--- src/rtl/alu_control_pipe.sv ---
// ALU control decoder behind a valid/ready handshake with a 2-entry skid buffer and a saturating illegal-op counter.
// Latency 1 cycle; in_ready = skid empty and low while rst. Optional ALU_CTL_EXT_OPS_EN adds xor/nor/slt.
module alu_control_pipe #(
    parameter int OP_W      = 2,
    parameter int FUNCT_W   = 6,
    parameter int CTL_W     = 4,
    parameter int ERR_CNT_W = 8
) (
    input  logic                 clk,
    input  logic                 rst,
    input  logic                 in_valid,
    output logic                 in_ready,
    input  logic [OP_W-1:0]      alu_op,
    input  logic [FUNCT_W-1:0]   funct,
    output logic                 out_valid,
    input  logic                 out_ready,
    output logic [CTL_W-1:0]     alu_ctl,
    output logic                 illegal,
    input  logic                 err_clr,
    output logic [ERR_CNT_W-1:0] err_count
);

    // Returns {illegal, alu_ctl}; unsupported encodings give all-ones control.
    function automatic logic [CTL_W:0] decode(input logic [OP_W-1:0] op,
                                              input logic [FUNCT_W-1:0] fn);
        logic [3:0] code;
        logic       bad;
        code = 4'b0000;
        bad  = 1'b0;
        if ((op >> 2) != '0) begin
            bad = 1'b1;
        end else if (!op[1]) begin
            code = op[0] ? 4'b0110 : 4'b0010;
        end else if ((fn >> 6) != '0) begin
            bad = 1'b1;
        end else begin
            case (fn[5:0])
                6'b100000: code = 4'b0010;
                6'b100001: code = 4'b0100;
                6'b100010: code = 4'b0110;
                6'b100011: code = 4'b0101;
                6'b100100: code = 4'b0000;
                6'b100101: code = 4'b0001;
`ifdef ALU_CTL_EXT_OPS_EN
                6'b100110: code = 4'b0011;
                6'b100111: code = 4'b1100;
                6'b101010: code = 4'b0111;
`endif
                default:   bad  = 1'b1;
            endcase
        end
        if (bad) begin
            return {1'b1, {CTL_W{1'b1}}};
        end
        return {1'b0, CTL_W'(code)};
    endfunction

    logic             skid_vld;
    logic [CTL_W-1:0] skid_ctl;
    logic             skid_ill;
    logic [CTL_W-1:0] dec_ctl;
    logic             dec_ill;
    logic             accept;
    logic             main_free;

    assign {dec_ill, dec_ctl} = decode(alu_op, funct);
    assign in_ready  = !skid_vld && !rst;
    assign accept    = in_valid && in_ready;
    // Main register can take new data when empty or being consumed this edge.
    assign main_free = !out_valid || out_ready;

    always_ff @(posedge clk) begin
        if (rst) begin
            out_valid <= 1'b0;
            alu_ctl   <= '0;
            illegal   <= 1'b0;
            skid_vld  <= 1'b0;
            skid_ctl  <= '0;
            skid_ill  <= 1'b0;
            err_count <= '0;
        end else begin
            if (main_free) begin
                if (skid_vld) begin
                    out_valid <= 1'b1;
                    alu_ctl   <= skid_ctl;
                    illegal   <= skid_ill;
                    skid_vld  <= 1'b0;
                end else if (accept) begin
                    out_valid <= 1'b1;
                    alu_ctl   <= dec_ctl;
                    illegal   <= dec_ill;
                end else begin
                    out_valid <= 1'b0;
                end
            end else if (accept) begin
                skid_vld <= 1'b1;
                skid_ctl <= dec_ctl;
                skid_ill <= dec_ill;
            end

            // A clear coinciding with an illegal accept still counts that accept.
            if (err_clr) begin
                err_count <= (accept && dec_ill) ? ERR_CNT_W'(1) : '0;
            end else if (accept && dec_ill && (err_count != {ERR_CNT_W{1'b1}})) begin
                err_count <= err_count + ERR_CNT_W'(1);
            end
        end
    end

endmodule

--- config.mk ---
export PLATFORM = sky130hd
export DESIGN_NAME = alu_control_pipe
export DESIGN_NICKNAME = d
export VERILOG_FILES = /design/src/rtl/alu_control_pipe.sv
export SDC_FILE = /design/constraint.sdc
export NUM_CORES = 1
export LEC_CHECK = 0
export CAP_MARGIN = 20
export CELL_PAD_IN_SITES_DETAIL_PLACEMENT = 0
export CELL_PAD_IN_SITES_GLOBAL_PLACEMENT = 2
export CORE_ASPECT_RATIO = 1.4
export CORE_MARGIN = 10
export CORE_UTILIZATION = 26
export DETAILED_ROUTE_END_ITERATION = 8
export PLACE_DENSITY_LB_ADDON = 0.1
export SYNTH_ARGS = -nofsm -noshare
export SYNTH_HDL_FRONTEND = slang
export SYNTH_SLANG_ARGS = --single-unit
--- constraint.sdc ---
create_clock -name clk -period 2.5 [get_ports clk]
set_clock_uncertainty 0.15 [all_clocks]
set_input_delay 0.375 -clock clk [delete_from_list [all_inputs] [get_ports clk]]
set_output_delay 0.375 -clock clk [all_outputs]
set_load 0.005 [all_outputs]
Word-level counts from Yosys, hierarchy flattened
Cells that the tools add are included.
{ "totals": {"ramBits": 0, "latchBits": 0, "out_inout_bits": 15, "word_cells": 47, "regBits": 20, "memories": 0, "rom_bits": 0, "input_bits": 13} }
{ "classes": {"eq_ne": 7, "n_mux": 17, "reduce_logical": 14, "add_sub_neg": 1, "div": 0, "magnitude_cmp": 0, "n_mul": 0, "n_shift": 0, "bitwise": 1} }
{ "op_table": {"columns": ["op", "n"], "rows": [
  ["6-bit == test, second input constant", 6],
  ["8-bit two-way mux", 2],
  ["3-bit one-hot mux with 5 select lines", 1],
  ["4-bit two-way mux", 3],
  ["5-bit two-way mux", 2],
  ["8-bit by 1-bit adder with 8-bit output, second input constant", 1],
  ["1-bit two-way mux", 8],
  ["8-bit inequality test, second input constant", 1],
  ["6-bit OR reduction", 1],
  ["1-bit logical AND", 4],
  ["2-bit AND reduction", 2],
  ["2-bit nonzero test", 2],
  ["1-bit logical NOT", 3],
  ["3-bit two-way mux", 1],
  ["2-bit OR reduction", 1],
  ["1-bit logical OR", 1],
  ["1-bit NOT", 1]
]} }

Depth between registers and ports, before layout
Gate-level depths: netlist (run 1).
{ "depth": {"ltp_word": 10, "mapped_depth": 6, "depth_no_buf": 5} }

Worst setup path after synthesis (run 1)
No wires, ideal clock.
{ "synth_timing": {"path_kind": "input to register", "startpoint": "in rst", "endpoint": "reg err_count[5]", "required_ns": 2.278, "arrival_ns": 1.613, "setup_ns": 0.072, "path_stages": 6, "path_slack_ns": 0.665, "path_buffers": 2, "cell_sequence": "buf_6 and4bb_1 a21bo_1 buf_6 nor4_1 mux2i_1"} }
{ "synth_via": {"elab_chain_len": 6} }
{ "synth_lines": {"columns": ["item", "line", "text"], "rows": [
  ["from (decl)", "10", "input logic rst,"],
  ["1-bit logical NOT", "67", "assign in_ready = !skid_vld && !rst;"],
  ["1-bit logical AND", "67", null],
  ["1-bit logical AND", "68", "assign accept = in_valid && in_ready;"],
  ["1-bit logical AND (2 in a row)", "104", "end else if (accept && dec_ill && (err_count != {ERR_CNT_W{1'b1}})) begin"],
  ["2-bit nonzero test (no source line)", null, null],
  ["to (signal assigned)", "103", "err_count <= (accept && dec_ill) ? ERR_CNT_W'(1) : '0;"],
  ["to (signal assigned)", "105", "err_count <= err_count + ERR_CNT_W'(1);"],
  ["to (decl)", "20", "output logic [ERR_CNT_W-1:0] err_count"]
]} }
Several ways; a longest one is shown, not always the timed one.
A chain may end at the register's enable or synchronous reset.

Worst setup path after layout (run 1)
{ "layout_timing": {"startpoint": "in rst", "endpoint": "out in_ready"} }
{ "layout_via": {"elab_chain_len": 2} }
{ "layout_lines": {"columns": ["item", "line", "text"], "rows": [
  ["1-bit logical NOT", "67", null],
  ["1-bit logical AND", "67", null],
  ["to (decl)", "12", "output logic in_ready,"]
]} }
Every way passes these cells.

==> flow_summary.toml, run 1 <==
[die]
pin_count = 28
die-height_um = 91.7
die_w_um = 71.2
core_mm2 = 0.00361
start_util_pct = 26.5
die_area_mm2 = 0.00654
rows = 26

[logic_synthesis]
synth_edf_count = 0
yosysSeqAreaShare_pct = 37.7
ys_seq_elements = 18
ys_types = 40
synth_area_per_cell_um2 = 8.61
netlist_instances = 111
syn_nets = 125
netlist_area_um2 = 956
ys_async_sr_fraction_pct = 0
yosys_warnings = 0
synthFlopType = "dfxtp_1"

[grt]
grt_pass1_wl_um = 4830
overflow = 0
antenna_found_initial = 0
grt_max_degree = 18
grt_use_total_pct = 8.75
grt_pass1_vias = 999

[power]
p_sw_share_pct = 22.7
comb_power_share_pct = 14.5
power_leakage_nw = 0.451
seq_power_share_pct = 47.7
p_int_w = 0.000488
finalPower_w = 0.000632
p_sw_w = 0.000143
p_clk_share_pct = 37.8
worst_ir_drop_vdd_v = 0.000217
power.density_mw_per_mm2 = 482

[setup_path]
rr_startpoint = "skid_vld"
cp_common_cell = "clkdlybuf4s50_1"
cp_cell_sequence = "clkdlybuf4s50_1 -> buf_4 -> nor2_1 -> clkdlybuf4s50_1"
critPathRequiredTime_ns = 1.98
path_buf_inv = 3
slowest_stage = "clkdlybuf4s50_1"
worstSetupEndpointType = "primary output"
worstReg2RegEnd = "err_count[7]"
path_depth = 4
crit_type = "in -> out"
cp_top_family = "buffers and inverters"
critPathLaunchType = "input pin"
regToRegSetupSlack_ns = 0.74
worstPathMaxFanout = 17
slowest_delay_ns = 0.51
cp.arrival_ns = 1.64
ff2ff_path_depth = 4

[min_path]
hp-start = "skid_ctl[1]"
holdPathEnd = "skid_ctl[1]"
hold_path_class = "reg -> reg"
hold_depth = 2

[clock_network]
cts.sinks = 18
worstSkewPairLatency_ns = 0.25
cts_buffer_depth = 2
ctsResizeCount = 0
ctsHtreeMaxLevel = 1
cts_tree = "built"
cts_setup_buffers = 0
root_buffer = "clkbuf_8"
path_clk_slew_ns = 0.07
ctsHoldBuffers = 0
cts_buffers = 3

[timing]
rsz0062_at_grt = "no"
maxSlewHeadroom_pct = 59.0
setup_tns_ns = 0
setup_viol = 0
tightest_slew_ns = 0.613
fmax_mhz = 463
finalCriticalPeriod_ns = 2.16
finalHoldViolations = 0
slew_violations = 0
final.period_utilization_pct = 86.4

[route]
avgRoutedWirePerCell_um = 14.8
drtAntennaViolNets = 0
drtIter0Drc = 30
wl_um = 2670
route.detailed.drc = 0
dr.pass1.iters = 4
routed_via_density = 5.01
vias = 907

[layout]
diodes = 0
drive_above_1_share_pct = 7.19
nNetsFinal = 154
area_growth_pct = 37.2
mostFrequentLayoutCells = "clkdlybuf4s50_1, dfxtp_1, nor2_1"
layout_commonest_cell = "clkdlybuf4s50_1"

[placement]
place_congestion = 0.762
place_hpwl_um = 2180
port_buffers = 27

[job]
timing.max_cap.violations = 0

[run_status]
outcome = "finished clean"
==> layout make-up <==
| type | count | area (um2) |
|---|---|---|
| fillers | 401 | 2300 |
| multi-input cells | 82 | 528 |
| flip-flops and latches | 18 | 360 |
| repair buffers | 31 | 300 |
| clock buffers | 4 | 55.1 |
| well taps | 42 | 52.6 |
| inverters | 4 | 15.0 |
==> layer usage <==
metal | vias up | GRT usage, % | share of wire [%]
li1 | 465 | - | -
met1 | 418 | 9.00 | 41
met2 | 22 | 15.8 | 51
met3 | 2 | 3.13 | 7.5
met4 | 0 | 2.91 | 0.82
met5 | - | 0 | 0
==> power groups by stage <==
stage	sequential, W	clock (W)	combinational, W
floorplan	0.000308	0	0.0000432
global placement	0.000308	0	0.0000930
detailed placement	0.000308	0	0.0000931
CTS	0.000301	0.000248	0.0000936
global route	0.000303	0.000259	0.000103
finish	0.000301	0.000239	0.0000916
==> worst min-delay path: stages, from the launching register on <==
cell and delay (ns):
dfxtp_1 0.30, inv_1 0.06, a211oi_1 0.06
==> registers in the layout, indices dropped and copies added (netlist names) <==
name	cells
err_count	8
alu_ctl	4
skid_ctl	4
out_valid	1
skid_vld	1
==> metrics by stage <==
stage,hold slack [ns],utilization [%],instances,setup slack [ns],area (um2)
after CTS,0.320,36.3,181,0.314,1310
after global placement,0.304,34.8,177,0.199,1260
after detailed placement,0.309,34.8,177,0.158,1260
after global routing,0.346,36.3,181,0.238,1310
final,0.313,36.3,181,0.340,1310
after floorplan,0.287,-,111,0.665,956
==> logic make-up after synthesis <==
group | after synthesis | synth area share [%]
simple gates | 44 | 25.5
buf+inv | 11 | 7.07
flops | 18 | 37.7
compound gates | 31 | 22.1
fa+ha+maj | 2 | 2.36
mux | 5 | 5.24
==> how the worst max path moves through the flow <==
stage | start | to | slack (ns)
final | rst | in_ready | 0.34
after global routing | rst | in_ready | 0.24
after CTS | rst | in_ready | 0.31
after detailed placement | alu_op[1] | err_count[7] | 0.16
after global placement | alu_op[1] | err_count[4] | 0.20
after floorplan | rst | err_count[5] | 0.67
==> Yosys cell counts, types with 2 or more instances <==
| cell | number | area, um2 |
|---|---|---|
| dfxtp_1 | 18 | 360 |
| nor2_1 | 12 | 45.0 |
| a21oi_1 | 8 | 40.0 |
| nand2_1 | 6 | 22.5 |
| mux2i_1 | 5 | 50.1 |
| a211oi_1 | 4 | 30.0 |
| inv_1 | 4 | 15.0 |
| nand2b_1 | 4 | 25.0 |
| o21ai_1 | 4 | 20.0 |
| buf_6 | 3 | 33.8 |
| nand3_1 | 3 | 15.0 |
| or4_1 | 3 | 22.5 |
| clkbuf_1 | 2 | 7.51 |
| nand3b_1 | 2 | 15.0 |
| nor3_1 | 2 | 10.0 |
| nor3b_1 | 2 | 15.0 |
| nor4_1 | 2 | 12.5 |
| o21ai_0 | 2 | 10.0 |
| o31ai_1 | 2 | 15.0 |
| o41ai_1 | 2 | 17.5 |
| or3b_1 | 2 | 17.5 |
(Power assumes the default switching activity.)
==> run 2: changes to the inputs <==
--- a/config.mk
+++ b/config.mk
@@ -13,6 +13,7 @@
 export CORE_UTILIZATION = 26
 export DETAILED_ROUTE_END_ITERATION = 8
 export PLACE_DENSITY_LB_ADDON = 0.1
+export SLEW_MARGIN = 20
 export SYNTH_ARGS = -nofsm -noshare
 export SYNTH_HDL_FRONTEND = slang
 export SYNTH_SLANG_ARGS = --single-unit
==> results of run 2 <==
Same layout as run 1: the final DEF is identical, and so are final timing and power.
==> run 3: changes to the inputs <==
--- a/config.mk
+++ b/config.mk
@@ -13,6 +13,7 @@
 export CORE_UTILIZATION = 26
 export DETAILED_ROUTE_END_ITERATION = 8
 export PLACE_DENSITY_LB_ADDON = 0.1
+export REMOVE_ABC_BUFFERS = 1
 export SLEW_MARGIN = 20
 export SYNTH_ARGS = -nofsm -noshare
 export SYNTH_HDL_FRONTEND = slang
==> flow_summary.toml, run 3 (synthesis results as in run 1) <==
[grt]
grt-busiest-layer = "met2"
grt_util_met1_pct = 8.42
overflow = 0
grt_pass1_vias = 989
grt_pass1_wl_um = 4590
met3_usage_pct = 2.48
grt_max_degree = 18
grt_util_met2_pct = 15.8
antenna_found_initial = 0
grt_use_total_pct = 8.55

[die]
die_area_mm2 = 0.00654
die_w_um = 71.2
core_mm2 = 0.00361
rows = 26
pin_count = 28
start_util_pct = 26.5
die-height_um = 91.7

[layout]
utilization_pct = 36.3
largest_register_ffs = 8
reg_top3 = "err_count x8, alu_ctl x4, skid_ctl x4"
fillCellCount = 381
area_growth_pct = 37.2
drive_above_1_share_pct = 7.19
stdcell_area_mm2 = 0.00131
largest-register = "err_count"
diodes = 0
mostFrequentLayoutCells = "clkdlybuf4s50_1, dfxtp_1, nor2_1"
layout_commonest_cell = "clkdlybuf4s50_1"
nNetsFinal = 154

[setup_path]
cp_common_cell = "clkdlybuf4s50_1"
worstPathMaxFanout = 17
slowest_stage = "clkdlybuf4s50_1"
critPathLaunchType = "input pin"
cp.arrival_ns = 1.64
slowest_delay_ns = 0.51
cp_cell_sequence = "clkdlybuf4s50_1 -> buf_4 -> nor2_1 -> clkdlybuf4s50_1"
critPathRequiredTime_ns = 1.98
crit_type = "in -> out"
worstSetupEndpointType = "primary output"

[power]
p_int_w = 0.000489
power_leakage_nw = 0.451
p_sw_share_pct = 23.1
power.density_mw_per_mm2 = 485
comb_power_share_pct = 14.3
p_clk_share_pct = 38.2
p_sw_w = 0.000147
seq_power_share_pct = 47.4
worst_ir_drop_vdd_v = 0.000243

[clock_network]
ctsHoldBuffers = 0
cts_buffer_depth = 2
ctsHtreeMaxLevel = 1
cts_buffers = 3
cts_setup_buffers = 0
worstSkewPairLatency_ns = 0.25
cts.sinks = 18
ctsResizeCount = 0
cts_tree = "built"
path_clk_slew_ns = 0.07
root_buffer = "clkbuf_8"

[timing]
setup_tns_ns = 0
maxSlewHeadroom_pct = 57.9
rsz0062_at_grt = "no"
finalHoldViolations = 0
fmax_mhz = 461
setup_viol = 0
finalCriticalPeriod_ns = 2.17
hold-worst-slack_ns = 0.326
setup_ws_ns = 0.331
final.period_utilization_pct = 86.8
tightest_slew_ns = 0.629
slew_violations = 0

[placement]
port_buffers = 27
place_congestion = 0.720
post_dp_cell_area_mm2 = 0.00126
place_hpwl_um = 2160
pre_cts_ws_ns = 0.186

[route]
vias = 909
drtAntennaViolNets = 0
avgRoutedWirePerCell_um = 14.6
drtIter0Drc = 63
dr.pass1.iters = 4
wl_um = 2650
routed_via_density = 5.02
route.detailed.drc = 0

[job]
timing.max_cap.violations = 0

[run_status]
outcome = "finished clean"

[min_path]
hold_path_class = "reg -> reg"
[run 3: final cells by class]
class	instances	area, um2	area share, %
sequential	18	360	27.5
inverter	4	15.0	1.15
timing repair buffer	31	300	22.9
multi-input combinational	82	528	40.3
tap	42	52.6	4.01
clock buffer	4	55.1	4.20
[run 3: power groups by stage]
stage	Combinational, W	Sequential [W]	Clock, W
CTS	0.0000934	0.000302	0.000252
floorplan	0.0000335	0.000309	0
finish	0.0000911	0.000301	0.000243
detailed placement	0.0000933	0.000308	0
global placement	0.0000927	0.000308	0
global route	0.000101	0.000303	0.000269
[run 3: critical path: cells and delay by family]
family                 cells  cell delay, ns
buffers and inverters      3            1.18
and+or+nand+nor            1            0.09
[run 3: worst paths after layout]
check,startpoint,endpoint,slack (ns),depth (start not counted)
hold / removal,skid_ctl[1],skid_ctl[1],0.33,2
hold reg to reg,skid_ctl[1],skid_ctl[1],0.33,2
setup / recovery,rst,in_ready,0.33,4
setup reg to reg,err_count[0],err_count[5],0.73,5
[run 3: stage by stage]
stage | instances | total power [W]
floorplan | 104 | 0.000343
global placement | 177 | 0.000400
CTS | 181 | 0.000647
global route | 181 | 0.000673
detailed placement | 177 | 0.000402
finish | 181 | 0.000635
[run 3: layer usage]
layer,wire length [um],vias to the layer above
met5,0,-
met4,24,0
met3,134,2
met2,1430,18
met1,1060,427
li1,-,462
